## config.mk

```make
export PLATFORM = sky130hd
export DESIGN_NAME = stream_64to32_serializer_flat
export DESIGN_NICKNAME = d
export VERILOG_FILES = /design/src/rtl/stream_64to32_serializer_if.sv /design/src/rtl/stream_64to32_serializer.sv /design/src/flat_wrapper.sv
export SDC_FILE = /design/constraint.sdc
export NUM_CORES = 1
export LEC_CHECK = 0
export BUFFER_PORTS_ARGS = -buffer_cell sky130_fd_sc_hd__buf_2
export CAP_MARGIN = 25
export CORE_MARGIN = 3
export CORE_UTILIZATION = 54
export DETAILED_ROUTE_END_ITERATION = 8
export PLACE_DENSITY_LB_ADDON = 0.2
export SETUP_SLACK_MARGIN = 0.15
export SYNTH_ARGS = -nofsm -noshare
export SYNTH_HDL_FRONTEND = slang
export SYNTH_SLANG_ARGS = --single-unit
```

## constraint.sdc

```tcl
create_clock -name clk -period 6.9 [get_ports clk]
set_input_delay 0.345 -clock clk [delete_from_list [all_inputs] [get_ports clk]]
set_output_delay 0.345 -clock clk [all_outputs]
set_load 0.005 [all_outputs]
```

## src/rtl/stream_64to32_serializer_if.sv

```systemverilog
// stream_64to32_serializer_if: 64-bit slave side and 32-bit master side of the width down-converter
interface stream_64to32_serializer_if #(
    parameter int CNT_W = 16
);
    logic             s_valid;
    logic             s_ready;
    logic [63:0]      s_data;
    logic             m_valid;
    logic             m_ready;
    logic [31:0]      m_data;
    logic             m_last;
    logic [CNT_W-1:0] word_cnt;

    modport slave (
        input  s_valid, s_data, m_ready,
        output s_ready, m_valid, m_data, m_last, word_cnt
    );

    modport master (
        output s_valid, s_data, m_ready,
        input  s_ready, m_valid, m_data, m_last, word_cnt
    );
endinterface

```

## src/rtl/stream_64to32_serializer.sv

```systemverilog
// stream_64to32_serializer: splits each accepted 64-bit word into two 32-bit beats, counting completed words
module stream_64to32_serializer #(
    parameter int LOW_FIRST = 1,
    parameter int CNT_W     = 16
) (
    input logic clk,
    input logic rst,
    stream_64to32_serializer_if.slave bus
);
    typedef enum logic [1:0] {EMPTY, FIRST, SECOND} state_t;

    state_t      state_q;
    logic [63:0] hold_q;

    function automatic logic [31:0] half(input logic [63:0] w, input logic second);
        return (second == (LOW_FIRST != 0)) ? w[63:32] : w[31:0];
    endfunction

    // A new word can enter when idle, or when the final beat leaves this cycle
    assign bus.s_ready = ~rst & (state_q == EMPTY | (state_q == SECOND & bus.m_ready));

    // Beat sequencing; outputs are registered alongside the state so m_data never sees s_data combinationally
    always_ff @(posedge clk or posedge rst) begin
        if (rst) begin
            state_q      <= EMPTY;
            hold_q       <= '0;
            bus.m_valid  <= 1'b0;
            bus.m_data   <= '0;
            bus.m_last   <= 1'b0;
            bus.word_cnt <= '0;
        end else begin
            case (state_q)
                EMPTY: if (bus.s_valid) begin
                    hold_q      <= bus.s_data;
                    state_q     <= FIRST;
                    bus.m_valid <= 1'b1;
                    bus.m_last  <= 1'b0;
                    bus.m_data  <= half(bus.s_data, 1'b0);
                end
                FIRST: if (bus.m_ready) begin
                    state_q    <= SECOND;
                    bus.m_last <= 1'b1;
                    bus.m_data <= half(hold_q, 1'b1);
                end
                SECOND: if (bus.m_ready) begin
                    bus.word_cnt <= bus.word_cnt + 1'b1;
                    bus.m_last   <= 1'b0;
                    if (bus.s_valid) begin
                        hold_q     <= bus.s_data;
                        state_q    <= FIRST;
                        bus.m_data <= half(bus.s_data, 1'b0);
                    end else begin
                        state_q     <= EMPTY;
                        bus.m_valid <= 1'b0;
                    end
                end
                default: begin
                    state_q     <= EMPTY;
                    bus.m_valid <= 1'b0;
                    bus.m_last  <= 1'b0;
                end
            endcase
        end
    end
endmodule
```

## src/flat_wrapper.sv

```systemverilog
// flat-port wrapper written by rule: the top's interface ports become plain ports
module stream_64to32_serializer_flat 
#(
    parameter int LOW_FIRST = 1,
    parameter int CNT_W     = 16
)
  (clk, rst, bus_s_valid, bus_s_data, bus_m_ready, bus_s_ready, bus_m_valid, bus_m_data, bus_m_last, bus_word_cnt);
  stream_64to32_serializer_if #(.CNT_W(CNT_W)) bus_i ();
  input logic clk;
  input logic rst;
  input wire logic [$bits(bus_i.s_valid)-1:0] bus_s_valid;
  input wire logic [$bits(bus_i.s_data)-1:0] bus_s_data;
  input wire logic [$bits(bus_i.m_ready)-1:0] bus_m_ready;
  output wire logic [$bits(bus_i.s_ready)-1:0] bus_s_ready;
  output wire logic [$bits(bus_i.m_valid)-1:0] bus_m_valid;
  output wire logic [$bits(bus_i.m_data)-1:0] bus_m_data;
  output wire logic [$bits(bus_i.m_last)-1:0] bus_m_last;
  output wire logic [$bits(bus_i.word_cnt)-1:0] bus_word_cnt;
  assign bus_i.s_valid = bus_s_valid;
  assign bus_i.s_data = bus_s_data;
  assign bus_i.m_ready = bus_m_ready;
  assign bus_s_ready = bus_i.s_ready;
  assign bus_m_valid = bus_i.m_valid;
  assign bus_m_data = bus_i.m_data;
  assign bus_m_last = bus_i.m_last;
  assign bus_word_cnt = bus_i.word_cnt;
  stream_64to32_serializer #(.LOW_FIRST(LOW_FIRST), .CNT_W(CNT_W)) u_core (.clk(clk), .rst(rst), .bus(bus_i));
endmodule
```

==> impl_metrics.py, run 1 <==
metrics = {
    "synth": {
        "syn-cell-area_sq_um": 3540,
        "yosysTopAreaCell": "dfrtp_1",
        "synthFlopType": "dfrtp_1",
        "async_reset_ff_share_pct": 100,
        "yosys.area.top_type_share_pct": 58.7,
        "syn_inst": 288,
        "synth_edf_count": 0,
        "syn_nets": 357,
        "yosys_warnings": 0,
        "ys_ff_latch": 83,
        "ys_seq_area_share_pct": 58.7,
        "synth.distinct_cells": 29,
        "avgSynthCellArea_sq_um": 12.3,
        "synth.area.top_cells": "dfrtp_1 (59%), mux2_2 (10%), mux2i_1 (9.1%), a21oi_1 (4.7%), nor2_1 (3.7%)",
    },
    "critical_path": {
        "cp_data_required_time_ps": 7160,
        "cp_slowest_cell": "o31ai_4",
        "r2r_slack_ps": 4730,
        "crit_fanout": 42,
        "reg2regPathDepth": 5,
        "cp.arrival_ps": 2440,
        "startpoint_type": "register",
        "crit_type": "reg -> reg",
        "reg2reg_from": "u_core.bus.m_last$_DFFE_PP0P_",
        "critical_path.max_stage_delay_ps": 680,
        "path_buf_inv": 1,
        "worstSetupEndpointType": "register",
        "crit_path_cell_trace": "nor2b_2, o31ai_4, buf_4, nor2_1, a21oi_1",
        "r2r-end": "u_core.bus.m_data[2]$_DFFE_PP0P_",
        "path_delay_family": "compound AO/OA/AOI/OAI gates",
    },
    "routing": {
        "routedWlPerCell_um": 14.6,
        "drt_iter0_drc": 106,
        "drt_wl_total_mm": 7.09,
        "drt-vias-per-instance": 5.15,
        "drc_errors": 0,
        "via_count": 2503,
        "antenna_left": 0,
        "first_pass_iters": 4,
    },
    "timing": {
        "fin_crit_sh_pct": 31.5,
        "slew_headroom_pct": 45.0,
        "hold_violations": 0,
        "finalHoldWorstSlack_ps": 128,
        "max_freq_mhz": 460,
        "skew_ps": 5.92,
        "setup_tns_ps": 0,
        "finalCriticalPeriod_ps": 2170,
        "drv_slew": 0,
        "rsz0062_at_grt": "false",
        "setup_viol": 0,
        "tightest_slew_ps": 825,
    },
    "hold_path": {
        "hp-class": "in -> async",
    },
    "finish": {
        "num_antenna_cells": 0,
        "mostFrequentLayoutCell": "buf_2",
        "nFillCells": 469,
        "layout.nets": 476,
        "multi_input_area_sq_um": 1370,
        "final_cell_mix": "buf_2 (118), dfrtp_1 (83), nor2_1 (35)",
        "fin_area_sq_um": 4390,
        "register_area_sq_um": 2080,
        "syn_to_final_growth_pct": 24.0,
        "drive_above_1_share_pct": 43.1,
    },
    "power_and_ir_drop": {
        "power_density_nw_per_um2": 389,
        "peakVddDrop_mv": 0.222,
        "p_leak_nw": 2.21,
    },
    "clock_network": {
        "htreeDepth": 3,
        "numCtsBuffers": 9,
        "clkSinkCount": 83,
        "hold_buffers": 0,
        "cts_max_path_buffers": 2,
        "root_buffer": "clkbuf_8",
        "insertion_delay_ps": 340,
        "clkTransAtPathRegs_ps": 80,
        "cts_post_setup_buffers_inserted": 0,
        "cts_tree": "yes",
        "cts_resized": 0,
    },
    "grt": {
        "gr-usage-met2_pct": 33.7,
        "met1_usage_pct": 24.2,
        "grt_pass1_wl_mm": 11.7,
        "grt_usage_pct": 20.2,
        "grt_antenna_before_repair": 0,
        "gr-usage-met3_pct": 6.81,
        "overflow": 0,
        "grt_max_degree": 46,
        "grt_pass1_vias": 2535,
        "top_usage_layer": "met2",
    },
    "status": {
        "status": "completed",
    },
    "placed_design": {
        "place_area_sq_um": 4210,
        "placement.io_buffers": 118,
        "gp_congestion": 0.834,
        "place.detailed.hpwl_mm": 5.16,
    },
    "floorplan": {
        "initial_core_util_pct": 57.7,
        "dieHeight_um": 87.0,
        "die_w_um": 87.0,
        "die-area_sq_um": 7560,
        "core_region_area_sq_um": 6130,
        "io-pin-count": 119,
        "row_count": 28,
    },
    "flow_run": {
        "drv_cap": 0,
    },
}
-- synthesized netlist by cell type, types with 2 or more instances --
library cell,number
dfrtp_1,83
nor2_1,35
a21oi_1,33
mux2_2,32
mux2i_1,32
buf_2,11
xnor2_1,10
nand2_1,9
inv_1,8
xor2_1,5
nand4_1,4
clkbuf_1,3
nand3_1,3
and3_1,2
nor3_1,2
nor3_2,2
o21ai_0,2
-- power by group --
group | switching [mW] | leakage, nW | internal [mW] | total, mW
Combinational | 0.280 | 1.15 | 0.310 | 0.590
Sequential | 0.115 | 0.970 | 0.686 | 0.801
Clock | 0.158 | 0.0953 | 0.157 | 0.316
-- metrics by stage --
stage | power (mW) | util (%) | setup slack [ps] | cells
global placement | 1.38 | 68.3 | 4770 | 470
global route | 1.84 | 71.6 | 4500 | 486
CTS | 1.74 | 71.6 | 4690 | 486
finish | 1.71 | 71.6 | 4730 | 486
detailed placement | 1.41 | 68.7 | 4710 | 471
floorplan | 1.19 | - | 4420 | 288
-- logic make-up after synthesis --
group	count (synthesis)	synth area share [%]
buf+inv	22	2.72
xor+xnor	15	3.71
compound gates	38	5.98
mux	64	19.2
flops	83	58.7
simple gates	65	9.30
fa+ha+maj	1	0.354
-- worst max-delay path by stage --
| stage | from | depth (start not counted) | slack, ps | to |
|---|---|---|---|---|
| final | u_core.bus.m_last$_DFFE_PP0P_ | 5 | 4730 | u_core.bus.m_data[2]$_DFFE_PP0P_ |
| after floorplan | rst | 1 | 4420 | u_core.bus.m_data[0]$_DFFE_PP0P_ |
| after global placement | u_core.bus.m_last$_DFFE_PP0P_ | 5 | 4770 | u_core.bus.m_data[4]$_DFFE_PP0P_ |
| after detailed placement | u_core.bus.m_last$_DFFE_PP0P_ | 5 | 4710 | u_core.bus.m_data[15]$_DFFE_PP0P_ |
| after CTS | u_core.bus.m_last$_DFFE_PP0P_ | 5 | 4690 | u_core.bus.m_data[2]$_DFFE_PP0P_ |
| after global routing | u_core.bus.m_last$_DFFE_PP0P_ | 5 | 4500 | u_core.bus.m_data[15]$_DFFE_PP0P_ |
-- per-layer routing --
layer  vias up  wire length, um
li1       1230                -
met1      1193             2870
met2        72             3520
met3         8              602
met4         0              100
met5         -                0
-- state kept, by name, indices dropped and copies added, names as in the netlist --
| register | cells |
|---|---|
| u_core.bus.m_data | 32 |
| u_core.bus.m_last | 1 |
| u_core.bus.m_valid | 1 |
| u_core.bus.word_cnt | 16 |
| u_core.hold_q | 32 |
| u_core.state_q | 1 |
-- worst reg2reg max path, delay by kind of cell (launching register included) --
kind	cells	cell delay (ps)
compound gates	2	820
buf+inv	1	500
flops	1	450
simple gates	2	330
-- area by class of cell --
type,instances,area share (%)
tap,75,2.14
clock buffer,13,3.85
clock inverter,2,0.228
multi-input combinational,183,31.3
inverter,8,0.713
timing repair buffer,122,14.4
sequential,83,47.3
No activity file was read; power rests on OpenSTA's default activity.
==> inputs of run 2 (changes only) <==
- CORE_UTILIZATION: 54 -> 50
- clock period: 6.9 -> 2.15 ns (I/O delays scaled with it)
==> impl_metrics.py, run 2 (synthesis results as in run 1) <==
metrics = {
    "clock_network": {
        "numCtsBuffers": 9,
        "cts_tree": "yes",
        "htreeDepth": 3,
        "insertion_delay_ps": 350,
        "clkSinkCount": 83,
        "cts_post_setup_buffers_inserted": 0,
        "root_buffer": "clkbuf_8",
        "clkTransAtPathRegs_ps": 80,
        "cts_max_path_buffers": 2,
    },
    "routing": {
        "drt_iter0_drc": 55,
        "drt_wl_total_mm": 8.05,
        "antenna_left": 0,
        "routedWlPerCell_um": 14.8,
        "drc_errors": 0,
        "via_count": 2669,
        "first_pass_iters": 4,
        "drt-vias-per-instance": 4.91,
    },
    "critical_path": {
        "startpoint_type": "register",
        "reg2reg_from": "u_core.state_q[0]$_DFFE_PP0P_",
        "reg2regPathDepth": 4,
        "crit_fanout": 8,
        "r2r_slack_ps": 460,
        "crit_type": "reg -> reg",
        "r2r-end": "u_core.bus.word_cnt[12]$_DFFE_PP0P_",
        "cp.arrival_ps": 1940,
        "cp_data_required_time_ps": 2390,
        "startpoint": "u_core.state_q[0]$_DFFE_PP0P_",
        "endpoint": "u_core.bus.word_cnt[12]$_DFFE_PP0P_",
        "worstSetupEndpointType": "register",
    },
    "grt": {
        "grt_pass1_wl_mm": 13.2,
        "grt_usage_pct": 20.5,
        "grt_max_degree": 65,
        "grt_pass1_vias": 2722,
        "overflow": 0,
        "grt_antenna_before_repair": 0,
    },
    "floorplan": {
        "io-pin-count": 119,
        "core_region_area_sq_um": 6830,
        "dieHeight_um": 90.1,
        "die-area_sq_um": 8120,
        "row_count": 30,
        "initial_core_util_pct": 51.8,
        "die_w_um": 90.1,
    },
    "hold_path": {
        "hp-class": "in -> reg",
    },
    "finish": {
        "fin_area_sq_um": 4850,
        "multi_input_area_sq_um": 1370,
        "drive_above_1_share_pct": 40.2,
        "layout.nets": 512,
        "nFillCells": 519,
        "num_antenna_cells": 0,
        "reg_top3": "u_core.bus.m_data: 32 flops, u_core.hold_q: 32 flops, u_core.bus.word_cnt: 16 flops",
        "mostFrequentLayoutCell": "buf_2",
        "register_area_sq_um": 2080,
        "syn_to_final_growth_pct": 37.0,
        "final_cell_mix": "buf_2 (118), dfrtp_1 (83), nor2_1 (35)",
    },
    "placed_design": {
        "gp_congestion": 0.785,
        "place_area_sq_um": 4270,
        "place.detailed.hpwl_mm": 5.20,
        "post-place-ws_ps": 455,
        "placement.io_buffers": 118,
    },
    "flow_run": {
        "drv_cap": 0,
    },
    "timing": {
        "finalCriticalPeriod_ps": 1690,
        "tightest_slew_ps": 724,
        "rsz0062_at_grt": "false",
        "max_freq_mhz": 590,
        "slew_headroom_pct": 51.6,
        "fin_crit_sh_pct": 78.8,
        "drv_slew": 0,
        "setup_viol": 0,
        "hold_violations": 0,
        "skew_ps": 8.91,
        "setup_tns_ps": 0,
        "worst_slack_ps": 456,
    },
    "power_and_ir_drop": {
        "power_density_nw_per_um2": 1220,
        "p_leak_nw": 2.39,
        "peakVddDrop_mv": 0.593,
    },
    "status": {
        "status": "completed",
    },
}
## run 2: changes by cell type in the layout (fill, tap and decap cells not counted)
cell           delta
clkbuf_1          +1
clkinv_2          -3
clkinvlp_4        +2
clkbuf_8          -2
buf_4             +2
buf_12            +1
bufinv_16         +3
dlygate4sd3_1    +33
## run 2: worst max-delay path: stages, from the launching register on
cell	delay, ps
dfrtp_1	510
nand3b_4	250
nor4_2	500
nand4_1	180
xnor2_1	150
## run 2: routing by layer
layer	wire length [um]	GRT usage, %	vias to the layer above
met1	3300	24.7	1267
met4	120	8.29	0
met5	0	0	-
li1	-	-	1303
met2	4170	35.2	87
met3	454	5.02	12
## run 2: layout make-up
class | count | share of cell area [%]
multi-input cells | 183 | 28.4
well taps | 96 | 2.48
flip-flops and latches | 83 | 42.9
clock buffers | 12 | 3.00
repair buffers | 158 | 20.6
clock inverters | 4 | 2.01
inverters | 8 | 0.697
## run 2: how the worst min path moves through the flow
stage / start / slack [ps] / endpoint / cells after the start
4_1_cts: bus_s_data[30] / 40 / u_core.bus.m_data[30]$_DFFE_PP0P_ / 3
3_5_place_dp: rst / 280 / u_core.bus.word_cnt[3]$_DFFE_PP0P_ / 2
3_3_place_gp: rst / 270 / u_core.bus.word_cnt[3]$_DFFE_PP0P_ / 2
5_1_grt: bus_s_data[14] / 50 / u_core.bus.m_data[14]$_DFFE_PP0P_ / 3
2_1_floorplan: bus_m_ready / 210 / u_core.state_q[0]$_DFFE_PP0P_ / 1
6_report: bus_s_data[28] / 50 / u_core.bus.m_data[28]$_DFFE_PP0P_ / 3
## run 2: where the power goes
group / internal, mW / switching [mW] / total, mW / leakage (nW)
clock: 0.805 / 0.545 / 1.35 / 0.117
sequential: 2.20 / 0.379 / 2.58 / 0.970
combinational: 1.05 / 0.933 / 1.98 / 1.30
total: 4.06 / 1.86 / 5.91 / 2.39
## run 2: metrics by stage
stage / std cells / utilization [%] / hold WS (ps) / power [mW]
global placement: 495 / 62.5 / 275 / 4.47
CTS: 544 / 70.9 / 44.4 / 5.95
floorplan: 288 / - / 207 / 3.83
finish: 544 / 70.9 / 50.9 / 5.91
detailed placement: 495 / 62.5 / 279 / 4.56
global route: 544 / 70.9 / 54.6 / 6.31
## run 2: what timing repair did
action / in CTS / in global routing
endpoints found under the hold margin: 63 / 0
hold buffers: 33 / 0
setup endpoints to repair: 0 / 0
gates resized for setup: 0 / 0
==> inputs of run 3 (changes only) <==
- ABC_AREA: not set -> 1
- CORE_UTILIZATION: 50 -> 51
- clock period: 2.15 -> 1.6 ns (I/O delays scaled with it)
==> impl_metrics.py, run 3 <==
metrics = {
    "critical_path": {
        "critical_path.max_stage_delay_ps": 450,
        "r2r-end": "u_core.bus.word_cnt[14]$_DFFE_PP0P_",
        "reg2reg_from": "u_core.bus.word_cnt[0]$_DFFE_PP0P_",
        "path_delay_family": "flip-flops",
        "cp.arrival_ps": 1310,
        "startpoint": "u_core.state_q[0]$_DFFE_PP0P_",
        "worstSetupEndpointType": "primary output",
        "startpoint_type": "register",
        "cp_slowest_cell": "dfrtp_2",
        "r2r_slack_ps": 240,
        "crit_type": "reg -> out",
        "cp_data_required_time_ps": 1520,
        "path_buf_inv": 2,
        "crit_path_cell_trace": "inv_4, nand3_4, a21oi_4, buf_2",
        "crit_fanout": 6,
        "reg2regPathDepth": 6,
    },
    "synth": {
        "syn_nets": 523,
        "synth_common_cells": "nand2_1 (141), dfrtp_1 (83), inv_1 (45)",
        "async_reset_ff_share_pct": 100,
        "yosys.cell_count.top_type": "nand2_1",
        "yosys_warnings": 0,
        "synthFlopType": "dfrtp_1",
        "avgSynthCellArea_sq_um": 8.37,
        "yosys.area.top_type_share_pct": 54.6,
        "ys_ff_latch": 83,
        "synth_edf_count": 0,
        "syn_inst": 454,
        "syn-cell-area_sq_um": 3800,
        "yosysTopAreaCell": "dfrtp_1",
        "synth.area.top_cells": "dfrtp_1 (55%), nand2_1 (14%), a21oi_1 (4.6%), inv_1 (4.4%), nor2_1 (4.2%)",
        "ys_seq_area_share_pct": 54.6,
        "synth.distinct_cells": 27,
    },
    "clock_network": {
        "htreeDepth": 3,
        "insertion_delay_ps": 330,
        "clkTransAtPathRegs_ps": 80,
        "cts_max_path_buffers": 2,
        "root_buffer": "clkbuf_8",
        "cts_tree": "yes",
        "numCtsBuffers": 9,
        "clkSinkCount": 83,
    },
    "finish": {
        "mostFrequentLayoutCell": "nand2_1",
        "reg_top3": "u_core.bus.m_data: 32 flops, u_core.hold_q: 32 flops, u_core.bus.word_cnt: 16 flops",
        "register_area_sq_um": 2080,
        "final_cell_mix": "nand2_1 (141), buf_2 (118), dfrtp_1 (82)",
        "num_antenna_cells": 0,
        "syn_to_final_growth_pct": 30.7,
        "layout.nets": 668,
        "multi_input_area_sq_um": 1420,
        "fin_area_sq_um": 4970,
        "drive_above_1_share_pct": 28.6,
        "nFillCells": 605,
    },
    "grt": {
        "overflow": 0,
        "grt_max_degree": 66,
        "grt_pass1_wl_mm": 14.6,
        "grt_pass1_vias": 3174,
        "grt_usage_pct": 21.2,
        "grt_antenna_before_repair": 0,
    },
    "timing": {
        "rsz0062_at_grt": "true",
        "finalCriticalPeriod_ps": 1390,
        "fin_crit_sh_pct": 87.2,
        "skew_ps": 11.4,
        "setup_tns_ps": 0,
        "setup_viol": 0,
        "max_freq_mhz": 717,
        "hold_violations": 0,
        "drv_slew": 0,
        "slew_headroom_pct": 69.8,
        "tightest_slew_ps": 452,
    },
    "power_and_ir_drop": {
        "peakVddDrop_mv": 0.755,
        "power_density_nw_per_um2": 1550,
        "p_leak_nw": 2.72,
    },
    "hold_path": {
        "hp-class": "in -> reg",
        "min_to": "u_core.hold_q[35]$_DFFE_PP0P_",
        "worstHoldStart": "bus_s_data[35]",
        "min_path_cells": 3,
    },
    "routing": {
        "drt-vias-per-instance": 4.86,
        "first_pass_iters": 4,
        "drt_wl_total_mm": 9.07,
        "drc_errors": 0,
        "routedWlPerCell_um": 13.0,
        "via_count": 3393,
        "antenna_left": 0,
        "drt_iter0_drc": 132,
    },
    "floorplan": {
        "core_region_area_sq_um": 7020,
        "row_count": 30,
        "die_w_um": 92.3,
        "initial_core_util_pct": 54.2,
        "io-pin-count": 119,
        "dieHeight_um": 92.3,
        "die-area_sq_um": 8520,
    },
    "flow_run": {
        "drv_cap": 0,
    },
    "placed_design": {
        "placement.io_buffers": 118,
        "place_area_sq_um": 4480,
        "place.detailed.hpwl_mm": 6.31,
        "gp_congestion": 0.855,
    },
    "status": {
        "status": "completed",
    },
}
==> run 3: cell types whose count changed after synthesis, moves of 3 or more <==
cell and change:
nand2_1 +132, inv_1 +37, mux2_2 -32, mux2i_1 -32
o21ai_0 +27, nand2_2 +13, nor2_1 +8, o21ai_1 +8
o31ai_1 +7, buf_4 +4, nand3_1 +4, buf_6 +3
inv_2 +3, xor2_1 -3
==> run 3: cell type report <==
type	instances	area share [%]
multi-input cells	302	28.6
well taps	96	2.42
clock inverters	3	0.806
repair buffers	154	19.5
flip-flops and latches	83	41.8
inverters	49	3.98
clock buffers	11	2.85
==> run 3: stage by stage <==
stage               power, mW  cells  setup slack, ps  hold slack [ps]  util (%)
finish                   7.70    698              205             7.25      70.8
floorplan                5.21    454              316              188         -
CTS                      7.65    692              166             2.16      69.4
global placement         6.06    658              201              143      63.8
detailed placement       6.17    658              117              140      63.8
global route             8.35    698              118             5.71      70.8
==> run 3: kinds of logic after synthesis <==
logic type / share of synthesized area (%)
AND/OR/NAND/NOR: 23.2
flip-flops: 54.6
AO/OA/AOI/OAI: 10.9
buffers and inverters: 8.62
XOR/XNOR: 2.30
adder cells (fa/ha/maj): 0.329
==> run 3: worst min-delay path, stage by stage <==
cell and delay (ps):
buf_2 70, nor2_1 30, a21oi_1 110
==> run 3: power breakdown <==
group	total (mW)	internal (mW)	switching (mW)
Sequential	3.36	2.92	0.445
Combinational	2.92	1.23	1.69
Clock	1.42	0.743	0.673
Total	7.70	4.89	2.81
==> run 3: metal layers <==
layer	part of all wire (%)	vias to the layer above	track usage (%)
li1	-	1704	-
met5	0	-	0
met1	44	1587	28.0
met3	6.0	9	4.47
met4	0.94	0	7.05
met2	49	93	35.1
==> run 3: worst max path at each step <==
stage,end,slack [ps],cells after the start
3_3_place_gp,u_core.bus.m_data[17]$_DFFE_PP0P_,200,7
3_5_place_dp,u_core.bus.m_data[18]$_DFFE_PP0P_,120,7
4_1_cts,bus_s_ready,170,4
2_1_floorplan,u_core.bus.word_cnt[10]$_DFFE_PP0P_,320,6
6_report,bus_s_ready,210,4
5_1_grt,bus_s_ready,120,4
==> run 3: what timing repair did <==
item	4_1_cts	5_1_grt
resized for setup	3	10
hold buffers	20	1
pin swaps	1	1
setup buffers	0	4
cloned	0	1
hold endpoints to repair	37	1
endpoints found under the setup margin	27	39
